==> src/rtl/boot_pkg.sv <==
// Shared definitions for the boot memory loader.
//   boot_state_e : frame parser state encoding
//   SYNC_BYTE    : frame start marker
//   HDR_BYTES    : header length after sync (start addr LE, word count LE)
//   BYTE_CNT_W   : payload byte counter width (4 * 65535 bytes max)
//   lane_strb()  : one-hot byte strobe for a 32-bit word lane
`timescale 1ns/1ps
package boot_pkg;

  typedef enum logic [2:0] {
    ST_IDLE = 3'd0,
    ST_HDR  = 3'd1,
    ST_DATA = 3'd2,
    ST_CSUM = 3'd3,
    ST_DONE = 3'd4
  } boot_state_e;

  localparam logic [7:0] SYNC_BYTE  = 8'hA5;
  localparam int         HDR_BYTES  = 4;
  localparam int         BYTE_CNT_W = 18;

  function automatic logic [3:0] lane_strb(input logic [1:0] lane);
    return 4'b0001 << lane;
  endfunction

endpackage

==> src/rtl/boot_mem_loader.sv <==
// Boot memory loader: parses a byte-stream frame and writes its payload into
// one port of the dual-port boot memory, one byte lane per write.
//
// Frame: A5 | addr_lo addr_hi | cnt_lo cnt_hi | 4*N payload bytes | checksum
// Checksum is the XOR of every byte after sync, header included.
//
// Ports
//   clk, rst        : clock, asynchronous active-high reset
//   s_valid/s_data  : incoming byte stream, s_ready is the handshake back
//   abort           : cancels the frame in progress (err=1, done pulses)
//   mem_en/mem_we   : memory enable / write enable (only high on a write)
//   mem_wstrb       : one-hot byte lane strobe
//   mem_addr        : word address, wraps modulo 2^ADDR_WIDTH
//   mem_din         : payload byte replicated on all lanes
//   busy            : frame in progress (HDR, DATA, CSUM)
//   done            : one-cycle pulse when a frame ends
//   err             : sticky checksum/abort error of the last frame
//
// state | meaning
// ------+---------------------------------------------------------------
// IDLE  | hunting for sync byte, everything else is dropped
// HDR   | collecting start address and word count (4 bytes)
// DATA  | streaming payload, one lane write per accepted byte
// CSUM  | comparing the trailing checksum byte
// DONE  | one-cycle frame end: done pulse, input stalled
`timescale 1ns/1ps
module boot_mem_loader
  import boot_pkg::*;
#(
  parameter int ADDR_WIDTH = 10,
  parameter int DATA_WIDTH = 32
) (
  input  logic                    clk,
  input  logic                    rst,
  input  logic                    s_valid,
  input  logic [7:0]              s_data,
  output logic                    s_ready,
  input  logic                    abort,
  output logic                    mem_en,
  output logic                    mem_we,
  output logic [DATA_WIDTH/8-1:0] mem_wstrb,
  output logic [ADDR_WIDTH-1:0]   mem_addr,
  output logic [DATA_WIDTH-1:0]   mem_din,
  output logic                    busy,
  output logic                    done,
  output logic                    err
);

  localparam int STRB_W = DATA_WIDTH / 8;
  localparam logic [1:0] HDR_LAST = 2'(HDR_BYTES - 1);

  boot_state_e state_q, state_d;

  logic [1:0]            hdr_idx_q, hdr_idx_d;
  logic [7:0]            start_lo_q, start_lo_d;
  logic [7:0]            cnt_lo_q, cnt_lo_d;
  logic [7:0]            csum_q, csum_d;
  logic [BYTE_CNT_W-1:0] byte_rem_q, byte_rem_d;
  logic [ADDR_WIDTH-1:0] word_ptr_q, word_ptr_d;
  logic                  err_q, err_d;

  logic                  mem_en_q, mem_en_d;
  logic                  mem_we_q, mem_we_d;
  logic [STRB_W-1:0]     mem_wstrb_q, mem_wstrb_d;
  logic [ADDR_WIDTH-1:0] mem_addr_q, mem_addr_d;
  logic [DATA_WIDTH-1:0] mem_din_q, mem_din_d;

  logic       accept;
  logic       in_frame;
  logic       abort_hit;
  logic [1:0] lane;
  logic [15:0] n_words;

  assign s_ready   = (state_q != ST_DONE);
  assign accept    = s_valid && s_ready;
  assign in_frame  = (state_q == ST_HDR) || (state_q == ST_DATA) || (state_q == ST_CSUM);
  assign abort_hit = abort && in_frame;
  // The remaining-byte counter starts at a multiple of 4, so the current
  // lane (k mod 4) is simply the two's complement of its low two bits.
  assign lane      = 2'd0 - byte_rem_q[1:0];
  assign n_words   = {s_data, cnt_lo_q};

  always_comb begin
    state_d     = state_q;
    hdr_idx_d   = hdr_idx_q;
    start_lo_d  = start_lo_q;
    cnt_lo_d    = cnt_lo_q;
    csum_d      = csum_q;
    byte_rem_d  = byte_rem_q;
    word_ptr_d  = word_ptr_q;
    err_d       = err_q;
    mem_en_d    = 1'b0;
    mem_we_d    = 1'b0;
    mem_wstrb_d = '0;
    mem_addr_d  = mem_addr_q;
    mem_din_d   = mem_din_q;

    case (state_q)
      ST_IDLE: begin
        if (accept && (s_data == SYNC_BYTE)) begin
          state_d    = ST_HDR;
          hdr_idx_d  = 2'd0;
          csum_d     = 8'h00;
          err_d      = 1'b0;
          byte_rem_d = '0;
        end
      end

      ST_HDR: begin
        if (abort_hit) begin
          state_d = ST_DONE;
          err_d   = 1'b1;
        end else if (accept) begin
          csum_d    = csum_q ^ s_data;
          hdr_idx_d = hdr_idx_q + 2'd1;
          case (hdr_idx_q)
            2'd0: start_lo_d = s_data;
            // Start address bits above ADDR_WIDTH are dropped here, which
            // is what makes the write address wrap.
            2'd1: word_ptr_d = ADDR_WIDTH'({s_data, start_lo_q});
            2'd2: cnt_lo_d   = s_data;
            default: begin
              byte_rem_d = {n_words, 2'b00};
              state_d    = (n_words == 16'd0) ? ST_CSUM : ST_DATA;
            end
          endcase
          if (hdr_idx_q == HDR_LAST) begin
            hdr_idx_d = 2'd0;
          end
        end
      end

      ST_DATA: begin
        if (abort_hit) begin
          state_d = ST_DONE;
          err_d   = 1'b1;
        end else if (accept) begin
          csum_d      = csum_q ^ s_data;
          mem_en_d    = 1'b1;
          mem_we_d    = 1'b1;
          mem_wstrb_d = STRB_W'(lane_strb(lane));
          mem_addr_d  = word_ptr_q;
          mem_din_d   = {STRB_W{s_data}};
          byte_rem_d  = byte_rem_q - 1'b1;
          if (lane == 2'd3) begin
            word_ptr_d = word_ptr_q + 1'b1;
          end
          if (byte_rem_q == BYTE_CNT_W'(1)) begin
            state_d = ST_CSUM;
          end
        end
      end

      ST_CSUM: begin
        if (abort_hit) begin
          state_d = ST_DONE;
          err_d   = 1'b1;
        end else if (accept) begin
          if (s_data != csum_q) begin
            err_d = 1'b1;
          end
          state_d = ST_DONE;
        end
      end

      ST_DONE: begin
        state_d = ST_IDLE;
      end

      default: begin
        state_d = ST_IDLE;
      end
    endcase
  end

  always_ff @(posedge clk or posedge rst) begin
    if (rst) begin
      state_q     <= ST_IDLE;
      hdr_idx_q   <= '0;
      start_lo_q  <= '0;
      cnt_lo_q    <= '0;
      csum_q      <= '0;
      byte_rem_q  <= '0;
      word_ptr_q  <= '0;
      err_q       <= 1'b0;
      mem_en_q    <= 1'b0;
      mem_we_q    <= 1'b0;
      mem_wstrb_q <= '0;
      mem_addr_q  <= '0;
      mem_din_q   <= '0;
    end else begin
      state_q     <= state_d;
      hdr_idx_q   <= hdr_idx_d;
      start_lo_q  <= start_lo_d;
      cnt_lo_q    <= cnt_lo_d;
      csum_q      <= csum_d;
      byte_rem_q  <= byte_rem_d;
      word_ptr_q  <= word_ptr_d;
      err_q       <= err_d;
      mem_en_q    <= mem_en_d;
      mem_we_q    <= mem_we_d;
      mem_wstrb_q <= mem_wstrb_d;
      mem_addr_q  <= mem_addr_d;
      mem_din_q   <= mem_din_d;
    end
  end

  assign mem_en    = mem_en_q;
  assign mem_we    = mem_we_q;
  assign mem_wstrb = mem_wstrb_q;
  assign mem_addr  = mem_addr_q;
  assign mem_din   = mem_din_q;
  assign busy      = in_frame;
  assign done      = (state_q == ST_DONE);
  assign err       = err_q;

endmodule

==> config.mk <==
export PLATFORM = sky130hd
export DESIGN_NAME = boot_mem_loader
export DESIGN_NICKNAME = d
export VERILOG_FILES = /design/src/rtl/boot_pkg.sv /design/src/rtl/boot_mem_loader.sv
export SDC_FILE = /design/constraint.sdc
export NUM_CORES = 1
export LEC_CHECK = 0
export BUFFER_PORTS_ARGS = -buffer_cell sky130_fd_sc_hd__buf_2
export CORE_AREA = 2 2 107 99
export DETAILED_ROUTE_END_ITERATION = 16
export DIE_AREA = 0 0 109 101
export GPL_ROUTABILITY_DRIVEN = 1
export PLACE_DENSITY = 0.61
export SLEW_MARGIN = 15
export SYNTH_ARGS = -nofsm -noshare
export SYNTH_HDL_FRONTEND = slang
export SYNTH_SLANG_ARGS = --single-unit
==> constraint.sdc <==
create_clock -name clk -period 2.9 [get_ports clk]
set_input_delay 0 -clock clk [delete_from_list [all_inputs] [get_ports clk]]
set_output_delay 0 -clock clk [all_outputs]
set_load 0.02 [all_outputs]
Word level (Yosys, flattened, before mapping)
Index checks and enable logic that the tools add are counted.

storage, ports and cells
  bits in registers = 105
  output and inout port bits = 52
  input bits = 12
  logic and storage cells = 118

operators by class
  shift-type cells = 1
  bitwise operators = 2
  add/sub/neg operators = 4
  reductions and logical operators = 24
  equal/unequal tests = 29
  multiplexer cells = 46

operators with widths
  operator                                            count
  2-to-1 mux 18 bit                                   6
  2-to-1 mux 10 bit                                   6
  case mux 18 bit (3 select lines)                    1
  2-to-1 mux 3 bit                                    9
  2-to-1 mux 8 bit                                    3
  case mux 10 bit (2 select lines)                    1
  == test 18 x 1 -> 1 bit, second input constant      1
  subtractor 18 x 1 -> 18 bit, second input constant  1
  logical NOT 16 bit                                  1
  case mux 8 bit (2 select lines)                     1
  AND reduction 4 bit                                 4
  != test 3 bit, second input constant                5
  != test 2 bit, second input constant                7
  AND reduction 7 bit                                 2
  2-to-1 mux 4 bit                                    3
  case mux 3 bit (4 select lines)                     1
  adder 10 x 1 -> 10 bit, second input constant       1
  2-to-1 mux 1 bit                                    9
  == test 8 bit, second input constant                1
  2-to-1 mux 2 bit                                    4
  != test 2 x 1 -> 1 bit, second input constant       4
  != test 8 bit                                       1
  XOR 8 bit                                           1
  == test 2 bit, second input constant                3
  22 further kinds                                    30

Logic depth before layout (Yosys ltp)
Gate-level depths: netlist (run 1).

  word-level depth = 6
  gate-level depth with buffers = 7
  depth with buffers taken out = 6

Worst setup path before layout (run 1)
No wires, ideal clock.

  kind = flip-flop to flip-flop
  from = reg byte_rem_q[6]
  to = reg byte_rem_q[13]
  cell stages (with the launch flop) = 6
  data arrival time = 1795 ps
  period minus slack after synthesis = 1933 ps
  path slack = 967 ps
  required time = 2762 ps
  setup time = 138 ps
  buffers on the path = 0
  cell sequence = dfrtp_1 > or3_4 > or4_4 > or3_1 > a21oi_1 > o22ai_1

between the ends
  cells in the longest elaborated chain, start to end = 4

RTL lines
  item                              line                    text
  start: declaration                boot_mem_loader.sv:58   logic [BYTE_CNT_W-1:0] byte_rem_q, byte_rem_d;
  start signal: assignment          boot_mem_loader.sv:197  byte_rem_q <= byte_rem_d;
  subtractor 18 x 1 -> 18 bit       boot_mem_loader.sv:144  byte_rem_d = byte_rem_q - 1'b1;
  2-to-1 mux 18 bit                 boot_mem_loader.sv:137  end else if (accept) begin
  2-to-1 mux 18 bit                 boot_mem_loader.sv:134  if (abort_hit) begin
  case mux 18 bit (3 select lines)  boot_mem_loader.sv:98   case (state_q)

Every way passes these cells. The select of a mux whose other input is x is not followed.
A chain may end at the register's enable or synchronous reset.

Final worst setup path (run 1)
  from = reg state_q[0]
  to = reg word_ptr_q[0]

between the ends
  cells in the longest elaborated chain, start to end = 6
  elaborated cells on any way between the ends = 17
  classes of those cells = 10 x eq/ne; 1 x mux; 6 x reduce/logical

RTL lines
  item                                                                     line                                          text
  start: declaration                                                       boot_mem_loader.sv:52                         boot_state_e state_q, state_d;
  start signal: assignment                                                 boot_mem_loader.sv:192                        state_q <= state_d;
  == test 3 x 1 -> 1 bit / == test 3 x 2 -> 1 bit (equally long branches)  boot_mem_loader.sv:76, boot_mem_loader.sv:98
  logical OR 1 bit (2 in series)                                           boot_mem_loader.sv:76                         assign in_frame = (state_q == ST_HDR) || (state_q == ST_DATA) || (state_q == ST_CSUM);
  logical AND 1 bit                                                        boot_mem_loader.sv:77                         assign abort_hit = abort && in_frame;
  != test 2 bit (no source line)                                           -
  AND reduction 7 bit (no source line)                                     -
  end signal: assignment                                                   boot_mem_loader.sv:198                        word_ptr_q <= word_ptr_d;
  end: declaration                                                         boot_mem_loader.sv:59                         logic [ADDR_WIDTH-1:0] word_ptr_q, word_ptr_d;

Several ways; a longest one is shown, not always the timed one.

==> out/results.env, run 1 <==
NUM-FILL-CELLS=940
CRITICAL_PATH_PEAK_FANOUT=17
PERIOD_SHARE_PCT=80.93
CTS_NUM_SINKS=81
ASYNC_FLOP_SHARE_PCT=100.0
SW_FRAC_OF_TOTAL_PCT=38.61
ROUTE.ANTENNA.REMAINING_NETS=0
DPL.HPWL_UM=6742
FINAL_CELL_COUNT_NO_FILL=612
START_KIND='register'
REGISTER_BIT_TOTAL_FROM_SYNTHESIS=81
CTS.HTREE.LEVELS=3
NUMBER_OF_ANTENNA_VIOLATIONS_AT_THE_FIRST_CHECK_IN_GLOBAL_ROUTING=0
GRT_PASS1_VIAS=3163
SYNTH_AREA_PER_CELL_SQ_UM=9.758
PEAK_IR_DROP_ON_THE_VDD_NETWORK_uV=473.7
FIRST_PASS_ITERS=5
DR.FIRST_ITER.DRC_COUNT=208
SYNTH-SEQ-AREA-SHARE_PCT=46.37
CELL_INTERNAL_PWR_mW=2.719
YS_DOMINANT_REG_CELL='sky130_fd_sc_hd__dfrtp_1'
CTS.PATH.MAX_BUFFERS=2
NETLIST_INSTANCES=448
LAYOUT-DRIVE-GT1-SHARE_PCT=25.26
SYNTH.TOP_CELL.AREA_SHARE_PCT=46.37
HOLD_CLASS='in2reg'
GLOBALROUTE.TOTALOVERFLOW=0
FINAL_COMMON_CELL='sky130_fd_sc_hd__dfrtp_1'
REPORT.FINAL.HOLD_VIOL_COUNT=0
WORST_MARGIN_SLEW_NS=0.6669
FINALSETUPTNS_NS=0
WIRE_PER_INST_UM=16.44
CAP_VIOLATIONS=0
ROUTE.DETAILED.DRC=0
PERIOD_NEEDED_NS=2.347
MAXSLEWVIOLCOUNT=0
GR-USAGE-ALL-LAYERS_PCT=19.21
REPORT.POWER.TOTAL_mW=4.429
SYNTH_ENABLE_FLOP_CELLS=0
CTS.REPORTEDPATHS.CLKPINSLEW_NS=0.09
POWER.STATIC_LEAKAGE_nW=2.310
P_SEQ_SHARE_PCT=42.1
CTS_SETUP_BUFFERS=0
YOSYSUNIQUECELLTYPES=53
ARRIVAL_NS=2.63
BOUNDARYPINS=64
ROUTED_VIA_DENSITY=5.564
FINALWEIGHTEDCONGESTION=0.7987
DPL_CELL_AREA_SQ_MM=0.004613
GLOBALROUTEMET2UTIL_PCT=28.52
YOSYS.AREA.TOP_TYPE='sky130_fd_sc_hd__dfrtp_1'
DP_CELLS=595
ROUTED_WIRELENGTH_UM=10060
SYN_TO_FINAL_GROWTH_PCT=11.45
CLOCK_LATENCY_NS=0.36
STATUS='finished clean'
FMAX_GHz=0.4261
POWER_SWITCHING_mW=1.710
P_COMB_SHARE_PCT=35.1
GLOBALROUTEMET3UTIL_PCT=3.426
FP-ROW-COUNT=35
GR_UTIL_MET1_PCT=27.85
SYNTHESIS.AREA_SQ_MM=0.004372
TOP_CELLS_BY_AREA_SYNTH='sky130_fd_sc_hd__dfrtp_1 (46%), sky130_fd_sc_hd__mux2_2 (6.4%), sky130_fd_sc_hd__o21ai_0 (4.7%)'
CLK_PWR_SHARE_PCT=22.7
GRT_START_MAX_NET_PINS=37
SYNTH_FP_NETS=471
LAYOUT.NETS=502
REPORT.FINAL.SETUP_VIOL=0
CRITICAL_PATH_REQUIRED_NS=3.18
FLOORPLAN.CORE_AREA_SQ_MM=0.009941
SETUP.WORST_PATH.CLASS='reg2reg'
GRT_SETUP_UNREPAIRED='no'
DIE-WIDTH_UM=109
WIRE_LENGTH_OF_THE_FIRST_GLOBAL_ROUTING_PASS_UM=16270
FLOORPLAN_DIE_AREA_SQ_MM=0.01101
CLOCK-SKEW-FINAL_NS=0.01083
TIMING.SLEW.HEADROOM_PCT=55.54
CRITICAL_PATH.ENDPOINT_TYPE='register'
DESIGN_AREA_SQ_MM=0.004872
POWERDENSITY_mW_PER_MM2=908.9
MOSTFREQUENTLAYOUTCELLS='sky130_fd_sc_hd__dfrtp_1 (81), sky130_fd_sc_hd__buf_2 (63), sky130_fd_sc_hd__o21ai_0 (41)'
START_UTIL_PCT=43.98
GRT-BUSIEST-LAYER='met2'
PORT-BUFFER-COUNT=63
CLOCK_TREE_FROM_TRITONCTS='yes'
CTS.ROOT.BUFFER_CELL='sky130_fd_sc_hd__clkbuf_8'
ROUTE.VIAS.TOTAL=3405
ANTENNADIODECOUNT=0
DIE_H_UM=101
SYNTH_WARNINGS=0
CTS-BUFFERS-INSERTED=9
==> path summary, 6_finish.rpt <==
kind	slack (ns)	end	cells past startpoint	startpoint
worst max-delay path	0.55	word_ptr_q[0]$_DFFE_PP0P_	5	state_q[0]$_DFFE_PP0P_
worst min-delay path	0.005	csum_q[1]$_DFFE_PP0P_	3	s_data[1]
worst max register to register	0.55	word_ptr_q[0]$_DFFE_PP0P_	5	state_q[0]$_DFFE_PP0P_
worst min register to register	0.48	mem_addr[4]$_DFFE_PP0P_	1	mem_addr[4]$_DFFE_PP0P_
max in group asynchronous	1.84	csum_q[1]$_DFFE_PP0P_	4	rst
min in group asynchronous	0.26	mem_wstrb[0]$_DFF_PP0_	3	rst
==> final cells by class <==
cell class                      count  area [sq um]  share of cell area, %
Multi-Input combinational cell    303          2007                  41.19
Inverter                           11         42.54                 0.8731
Timing Repair Buffer               73         395.4                  8.115
Clock buffer                        9         123.9                  2.542
Clock inverter                      6         115.1                  2.363
Tap cell                          129         161.4                  3.313
Sequential cell                    81          2027                  41.60
==> repair_timing <==
item                                   CTS  global route
endpoints found under the hold margin   35             0
hold buffers                             2             0
gates resized for setup                  0             0
setup endpoints to repair                0             0
==> kinds of logic after synthesis <==
kind of cell / share of synthesized area (%)
flip-flops: 46.37
adder cells (fa/ha/maj): 3.148
XOR/XNOR: 1.603
buffers and inverters: 7.785
AND/OR/NAND/NOR: 15.43
multiplexers: 9.502
AO/OA/AOI/OAI: 16.17
==> flip-flops by register name, indices dropped and copies added, names as in the netlist <==
name and count:
byte_rem_q 18, cnt_lo_q 8, csum_q 8, err 1
hdr_idx_q 2, mem_addr 10, mem_din 8, mem_we 1
mem_wstrb 4, start_lo_q 8, state_q 3, word_ptr_q 10
==> worst max-delay path, cell delays in order (launching register included) <==
cell and delay (ns):
sky130_fd_sc_hd__dfrtp_1 0.65, sky130_fd_sc_hd__nor3b_2 0.54, sky130_fd_sc_hd__nand2_1 0.17, sky130_fd_sc_hd__a21oi_2 0.56, sky130_fd_sc_hd__o21ai_0 0.21, sky130_fd_sc_hd__mux2i_1 0.16
==> through the flow <==
stage / utilization [%] / setup WS, ns / hold WS (ns)
after detailed placement: 46.41 / 0.6184 / 0.1110
final: 49.01 / 0.5531 / 0.005046
after global placement: 46.41 / 0.6957 / 0.1073
after global routing: 49.01 / 0.3605 / 0.008232
after floorplan: - / 0.8199 / 0.07078
after CTS: 49.01 / 0.5647 / 0.002041
==> power by group through the flow <==
stage          Clock, mW  Sequential [mW]  Combinational, mW
4_1_cts             1.03             1.86               1.55
2_1_floorplan          0             1.73               1.26
3_3_place_gp           0             1.86               1.51
3_5_place_dp           0             1.88               1.54
5_1_grt             1.08             1.93               1.74
6_report            1.01             1.87               1.56
==> cell usage after synthesis (8+ instances only) <==
cell type                   n
sky130_fd_sc_hd__dfrtp_1   81
sky130_fd_sc_hd__nand3_1    8
sky130_fd_sc_hd__a22oi_1    8
sky130_fd_sc_hd__a21oi_1   27
sky130_fd_sc_hd__nand2_1   25
sky130_fd_sc_hd__nand2b_1  10
sky130_fd_sc_hd__inv_1     11
sky130_fd_sc_hd__o21ai_0   41
sky130_fd_sc_hd__o21ai_1   14
sky130_fd_sc_hd__nor3_1    12
sky130_fd_sc_hd__nand4_1    8
sky130_fd_sc_hd__nor2_1    30
sky130_fd_sc_hd__buf_4     25
sky130_fd_sc_hd__mux2_2    25
sky130_fd_sc_hd__mux2_1    11
sky130_fd_sc_hd__clkbuf_1  21
sky130_fd_sc_hd__ha_1      11
==> per-layer routing <==
| layer | up-vias | wire [um] | share of wire (%) |
|---|---|---|---|
| li1 | 1643 | - | - |
| met1 | 1646 | 4951 | 49 |
| met2 | 102 | 4426 | 44 |
| met3 | 14 | 486 | 4.8 |
| met4 | 0 | 195 | 1.9 |
| met5 | - | 0 | 0 |
Power figures use the tool's default switching activity.
==> run 2: changes to the inputs <==
clock period = 2.4 ns   (was 2.9 ns; I/O delays follow)
==> out/results.env, run 2 (same netlist as run 1, synthesis figures left out) <==
DPL.HPWL_UM=6839  # +1.4%
POWER_SWITCHING_mW=2.081  # +22%
DESIGN_AREA_SQ_MM=0.004903  # +0.64%
ANTENNADIODECOUNT=0  # unchanged
CTS.ROOT.BUFFER_CELL='sky130_fd_sc_hd__clkbuf_8'
START_KIND='register'
DIE-WIDTH_UM=109  # unchanged
GRT_PASS1_VIAS=3079  # -2.7%
CTS-BUFFERS-INSERTED=9  # unchanged
P_SEQ_SHARE_PCT=43.1  # +1.0 points
ROUTE.VIAS.TOTAL=3405  # unchanged
CLOCK_TREE_FROM_TRITONCTS='yes'
DP_WORST_SETUP_SLACK_NS=0.3134  # -0.3051 ns
FINAL_COMMON_CELL='sky130_fd_sc_hd__dfrtp_1'
WORST-R2R-CELL-COUNT=4  # -1
FLOORPLAN.CORE_AREA_SQ_MM=0.009941  # unchanged
SYN_TO_FINAL_GROWTH_PCT=12.16
WORST_MARGIN_SLEW_NS=0.7001  # +0.03317 ns
WIRE_PER_INST_UM=16.11  # -2.0%
CTS.PATH.MAX_BUFFERS=2  # unchanged
ROUTED_WIRELENGTH_UM=9969  # -0.89%
ROUTED_VIA_DENSITY=5.501  # -1.1%
STATUS='finished clean'
CLK_PWR_SHARE_PCT=20.4  # -2.3 points
DR.FIRST_ITER.DRC_COUNT=160  # -23%
SETUP.REG_TO_REG.WORST_SLACK_NS=0.29  # -0.26 ns
FINALWEIGHTEDCONGESTION=0.8683  # +8.7%
ROUTE.DETAILED.DRC=0  # unchanged
BOUNDARYPINS=64  # unchanged
CLOCK-SKEW-FINAL_NS=0.01771  # +0.006873 ns
START_UTIL_PCT=43.98  # unchanged
P_COMB_SHARE_PCT=36.5  # +1.4 points
FP-ROW-COUNT=35  # unchanged
CRITPATHCAPTURE='mem_addr[2]$_DFFE_PP0P_'
POSTLAYOUTSETUPSLACKWORST_NS=0.2899  # -0.2631 ns
POWERDENSITY_mW_PER_MM2=1068  # +18%
CELL_INTERNAL_PWR_mW=3.158  # +16%
ROUTE.ANTENNA.REMAINING_NETS=0  # unchanged
GR-USAGE-ALL-LAYERS_PCT=19.14  # -0.076 points
CAP_VIOLATIONS=0  # unchanged
CTS.HTREE.LEVELS=3  # unchanged
CTS_NUM_SINKS=81  # unchanged
POWER.STATIC_LEAKAGE_nW=2.335  # +1.1%
PERIOD_NEEDED_NS=2.110  # -0.2369 ns
CRITICAL_PATH.ENDPOINT_TYPE='register'
MOSTFREQUENTLAYOUTCELLS='sky130_fd_sc_hd__dfrtp_1 (81), sky130_fd_sc_hd__buf_2 (63), sky130_fd_sc_hd__o21ai_0 (41)'
FINALSETUPTNS_NS=0  # unchanged
REGTOREGENDPOINT='mem_addr[2]$_DFFE_PP0P_'
DPL_CELL_AREA_SQ_MM=0.004663  # +1.1%
PERIOD_SHARE_PCT=87.92  # +7.0 points
PORT-BUFFER-COUNT=63  # unchanged
WIRE_LENGTH_OF_THE_FIRST_GLOBAL_ROUTING_PASS_UM=16260  # about the same
REPORT.FINAL.SETUP_VIOL=0  # unchanged
R2R-START='state_q[0]$_DFFE_PP0P_'
REPORT.FINAL.HOLD_VIOL_COUNT=0  # unchanged
POST_CTS_RESIZE_COUNT=0  # unchanged
TIMING.SLEW.HEADROOM_PCT=53.27  # -2.3 points
CLOCK_LATENCY_NS=0.36  # about the same
SW_FRAC_OF_TOTAL_PCT=39.73  # +1.1 points
DIE_H_UM=101  # unchanged
FMAX_GHz=0.4739  # +11%
REGMOSTFLOPS='byte_rem_q'
CRITICAL_PATH_PEAK_FANOUT=17  # unchanged
HOLD_CLASS='in2reg'
SETUP.WORST_PATH.CLASS='reg2reg'
PEAK_IR_DROP_ON_THE_VDD_NETWORK_uV=549.4  # +16%
CRITICAL_PATH_REQUIRED_NS=2.64  # -0.54 ns
ARRIVAL_NS=2.35  # -0.28 ns
GRT_START_MAX_NET_PINS=44  # +19%
LAYOUT.NETS=508  # +1.2%
NUMBER_OF_ANTENNA_VIOLATIONS_AT_THE_FIRST_CHECK_IN_GLOBAL_ROUTING=0  # unchanged
GRT_SETUP_UNREPAIRED='no'
FIRST_PASS_ITERS=4  # -1
FLOORPLAN_DIE_AREA_SQ_MM=0.01101  # unchanged
CRIT_PATH_START='state_q[0]$_DFFE_PP0P_'
GLOBALROUTE.TOTALOVERFLOW=0  # unchanged
LARGEST_REGISTER_FFS=18  # unchanged
MAXSLEWVIOLCOUNT=0  # unchanged
CTS.REPORTEDPATHS.CLKPINSLEW_NS=0.09  # about the same
LAYOUT-DRIVE-GT1-SHARE_PCT=26.12  # +0.86 points
run 2: layout make-up:
cell class	instances	area, sq um
fillers	932	5037
clock buffers	10	137.6
well taps	129	161.4
multi-input cells	303	2007
clock inverters	6	72.57
flip-flops and latches	81	2027
inverters	11	42.54
repair buffers	79	455.4
run 2: critical path, stage by stage, from the launching register on:
cell	delay (ns)
sky130_fd_sc_hd__dfrtp_1	0.57
sky130_fd_sc_hd__or3b_1	0.66
sky130_fd_sc_hd__nor2_2	0.20
sky130_fd_sc_hd__buf_4	0.23
sky130_fd_sc_hd__mux2_1	0.34
run 2: power groups by stage:
stage                     logic (mW)  registers [mW]  clock network [mW]
after floorplan                 1.52            2.10                   0
after global placement          1.89            2.25                   0
after detailed placement        1.89            2.27                   0
after CTS                       1.90            2.25                1.10
after global routing            2.15            2.33                1.15
final                           1.91            2.26                1.07
run 2: worst min-delay path by stage:
stage	start	cells past startpoint	slack (ns)	endpoint
final	s_data[3]	3	0.03	csum_q[3]$_DFFE_PP0P_
after global routing	s_data[3]	3	0.02	csum_q[3]$_DFFE_PP0P_
after CTS	s_data[5]	3	0.02	csum_q[5]$_DFFE_PP0P_
after detailed placement	rst	2	0.14	mem_wstrb[0]$_DFF_PP0_
after global placement	rst	2	0.13	mem_wstrb[0]$_DFF_PP0_
after floorplan	abort	1	0.07	state_q[1]$_DFFE_PP0P_
run 2: timing repair:
item / 4_1_cts / 5_1_grt
hold buffers: 3 / 0
buffers inserted: 0 / 0
hold endpoints to repair: 40 / 0
endpoints found under the setup margin: 0 / 0
run 2: metrics by stage:
stage	instances	total power, mW	hold slack (ns)	utilization (%)
final	619	5.239	0.02757	49.33
after global routing	619	5.638	0.01831	49.33
after CTS	619	5.246	0.01826	49.33
after detailed placement	600	4.160	0.1367	46.91
after global placement	600	4.136	0.1306	46.91
after floorplan	448	3.615	0.07078	-
run 2: metal layers:
metal  share of wire, %  up-vias  GRT usage [%]
met4                1.1        0          7.002
met3                4.4       10          3.038
met1                 50     1640          28.80
li1                   -     1660              -
met5                  0        -              0
met2                 44       95          27.66
==> run 3: changes to the inputs <==
clock period = 2.3 ns   (was 2.4 ns; I/O delays follow)
==> out/results.env, run 3 (same netlist as run 1, synthesis figures left out) <==
REPORT.FINAL.HOLD_VIOL_COUNT=0  # unchanged
PORT-BUFFER-COUNT=63  # unchanged
FINAL_COMMON_CELL='sky130_fd_sc_hd__dfrtp_1'
WORST_MARGIN_SLEW_NS=0.6929  # -0.007199 ns
CTS.HTREE.LEVELS=3  # unchanged
WORST_MIN_PATH_START='s_data[7]'
CTS-BUFFERS-INSERTED=9  # unchanged
NUMBER_OF_ANTENNA_VIOLATIONS_AT_THE_FIRST_CHECK_IN_GLOBAL_ROUTING=0  # unchanged
DRT-MET1-WL_UM=5007  # +0.20%
PEAK_IR_DROP_ON_THE_VDD_NETWORK_uV=459.5  # -16%
ROUTED_VIA_DENSITY=5.578  # +1.4%
CTS.PATH.MAX_BUFFERS=2  # unchanged
CTS.REPORTEDPATHS.CLKPINSLEW_NS=0.09  # about the same
CTS_SETUP_BUFFERS=0  # unchanged
FLOORPLAN.CORE_AREA_SQ_MM=0.009941  # unchanged
DP_CELLS=600  # unchanged
CRITICAL_PATH.ENDPOINT_TYPE='register'
ARRIVAL_NS=2.25  # -0.10 ns
WIRE_LENGTH_OF_THE_FIRST_GLOBAL_ROUTING_PASS_UM=16530  # +1.6%
CRITICAL_PATH_REQUIRED_NS=2.54  # -0.10 ns
CRITICAL_PATH.TOP_DELAY_FAMILY='simple AND/OR/NAND/NOR gates'
GLOBALROUTE.TOTALOVERFLOW=0  # unchanged
P_SEQ_SHARE_PCT=42.8  # -0.3 points
WL_MET3_UM=458  # +5.3%
CLOCK-SKEW-FINAL_NS=0.01250  # -0.005208 ns
FLOORPLAN_DIE_AREA_SQ_MM=0.01101  # unchanged
TOPROUTINGLAYERUSED='met4'
POWER_SWITCHING_mW=2.167  # +4.1%
ANTENNADIODECOUNT=0  # unchanged
CLK_PWR_SHARE_PCT=20.2  # -0.2 points
FP-ROW-COUNT=35  # unchanged
REGMOSTFLOPS='byte_rem_q'
CRITICAL_PATH.CELL_CHAIN='or4_1 -> nor3_1 -> nand4_1 -> a31oi_1 -> mux2_1'
GRT_PASS1_VIAS=3147  # +2.2%
ROUTE.DETAILED.DRC=0  # unchanged
CLOCK_TREE_FROM_TRITONCTS='yes'
FMAX_GHz=0.4965  # +4.8%
SETUP.REG_TO_REG.WORST_SLACK_NS=0.29  # about the same
ROUTE.ANTENNA.REMAINING_NETS=0  # unchanged
REGTOREGENDPOINT='state_q[0]$_DFFE_PP0P_'
CRITICAL_PATH_BUF_INV_COUNT=0  # -1
POWER.STATIC_LEAKAGE_nW=2.342  # +0.29%
LARGEST_REGISTER_FFS=18  # unchanged
CAP_VIOLATIONS=0  # unchanged
WIRE_PER_INST_UM=16.23  # +0.77%
CLOCK_LATENCY_NS=0.35  # about the same
WHS_PATH_DEPTH=3  # unchanged
MET2WIRELENGTH_UM=4427  # about the same
FIRST_PASS_ITERS=4  # unchanged
REPORT.FINAL.SETUP_VIOL=0  # unchanged
LAYOUT.NETS=508  # unchanged
R2R-START='byte_rem_q[12]$_DFFE_PP0P_'
CRITICAL_PATH_PEAK_FANOUT=7  # -10
POWERDENSITY_mW_PER_MM2=1114  # +4.2%
LAYOUT-DRIVE-GT1-SHARE_PCT=26.12  # unchanged
FINALSETUPTNS_NS=0  # unchanged
DPL.HPWL_UM=6848  # +0.14%
FINAL_CELL_COUNT_NO_FILL=619  # unchanged
FINALWEIGHTEDCONGESTION=0.8402  # -3.2%
PERIOD_NEEDED_NS=2.014  # -0.09616 ns
CTS.ROOT.BUFFER_CELL='sky130_fd_sc_hd__clkbuf_8'
MULTI_INPUT_AREA_SQ_MM=0.002007  # unchanged
NUM-FILL-CELLS=922  # -1.1%
SW_FRAC_OF_TOTAL_PCT=39.58  # -0.15 points
DIE_H_UM=101  # unchanged
TIMING.SLEW.HEADROOM_PCT=53.76  # +0.48 points
P_COMB_SHARE_PCT=37.0  # +0.5 points
WORST-R2R-CELL-COUNT=5  # +1
CTS_NUM_SINKS=81  # unchanged
DR.FIRST_ITER.DRC_COUNT=205  # +28%
DIE-WIDTH_UM=109  # unchanged
MOSTFREQUENTLAYOUTCELLS='sky130_fd_sc_hd__dfrtp_1 (81), sky130_fd_sc_hd__buf_2 (63), sky130_fd_sc_hd__o21ai_0 (41)'
GR-USAGE-ALL-LAYERS_PCT=19.46  # +0.32 points
START_KIND='register'
CELL_INTERNAL_PWR_mW=3.309  # +4.8%
STATUS='finished clean'
ROUTE.VIAS.TOTAL=3453  # +1.4%
WORST_HOLD_PATH.ENDPOINT='csum_q[7]$_DFFE_PP0P_'
PERIOD_SHARE_PCT=87.56  # -0.36 points
ROUTED_WIRELENGTH_UM=10050  # +0.77%
BOUNDARYPINS=64  # unchanged
SYN_TO_FINAL_GROWTH_PCT=12.48
MAXSLEWVIOLCOUNT=0  # unchanged
GRT_START_MAX_NET_PINS=45  # +2.3%
START_UTIL_PCT=43.98  # unchanged
GRT_SETUP_UNREPAIRED='no'
SEQ_AREA_SQ_MM=0.002027  # unchanged
WORST_PATH_MAX_DELAY_CELL='sky130_fd_sc_hd__or4_1'
SETUP.WORST_PATH.CLASS='reg2reg'
HOLD_CLASS='in2reg'
WORST_PATH_LARGEST_CELL_DELAY_NS=0.53  # -0.13 ns
run 3: cell count changes in the layout (fill, tap and decap cells not counted):
cell / delta
sky130_fd_sc_hd__buf_12: +1
sky130_fd_sc_hd__buf_4: -1
sky130_fd_sc_hd__clkinv_2: -1
sky130_fd_sc_hd__clkinv_4: +2
sky130_fd_sc_hd__inv_8: -1
run 3: power groups by stage:
stage                     Sequential (mW)  Clock [mW]  Combinational, mW
final                                2.34        1.11               2.02
after global routing                 2.42        1.21               2.28
after CTS                            2.34        1.15               2.01
after detailed placement             2.36           0               2.00
after global placement               2.35           0               1.98
after floorplan                      2.19           0               1.58
run 3: per-layer routing:
layer / GRT usage (%) / vias to the layer above
met5: 0 / -
met4: 7.692 / 0
met3: 3.232 / 12
met2: 27.76 / 102
met1: 29.25 / 1682
li1: - / 1657
run 3: repair_timing:
item                      4_1_cts  5_1_grt
hold endpoints to repair       39        0
resized for setup               0        0
hold buffers                    3        0
run 3: worst max-delay path by stage:
stage / start / endpoint / slack (ns) / cells past startpoint
final: byte_rem_q[12]$_DFFE_PP0P_ / state_q[0]$_DFFE_PP0P_ / 0.29 / 5
after CTS: byte_rem_q[6]$_DFFE_PP0P_ / byte_rem_q[13]$_DFFE_PP0P_ / 0.30 / 5
after floorplan: rst / byte_rem_q[0]$_DFFE_PP0P_ / 0.22 / 1
after global placement: byte_rem_q[6]$_DFFE_PP0P_ / byte_rem_q[13]$_DFFE_PP0P_ / 0.33 / 5
after global routing: state_q[0]$_DFFE_PP0P_ / csum_q[7]$_DFFE_PP0P_ / 0.09 / 6
after detailed placement: byte_rem_q[6]$_DFFE_PP0P_ / byte_rem_q[13]$_DFFE_PP0P_ / 0.30 / 5
run 3: cell type report:
| class | instances | area share (%) |
|---|---|---|
| clock inverters | 6 | 1.501 |
| flip-flops and latches | 81 | 41.22 |
| multi-input cells | 303 | 40.81 |
| well taps | 129 | 3.282 |
| inverters | 11 | 0.8651 |
| repair buffers | 79 | 9.517 |
| clock buffers | 10 | 2.799 |
run 3: metrics by stage:
| stage | hold slack, ns | power [mW] | setup WS (ns) | util (%) | instance area, sq um |
|---|---|---|---|---|---|
| floorplan | 0.07078 | 3.772 | 0.2199 | - | 4372 |
| global placement | 0.1191 | 4.326 | 0.3255 | 47.04 | 4676 |
| detailed placement | 0.1402 | 4.364 | 0.3043 | 47.04 | 4676 |
| CTS | 0.002622 | 5.498 | 0.3008 | 49.47 | 4917 |
| global route | 0.01526 | 5.910 | 0.08724 | 49.47 | 4917 |
| finish | 0.01815 | 5.476 | 0.2861 | 49.47 | 4917 |
run 3: tightest hold or removal path: cells and delay by family:
| family | cells | cell delay [ns] |
|---|---|---|
| simple gates | 1 | 0.09 |
| buf+inv | 1 | 0.17 |
| compound gates | 1 | 0.06 |
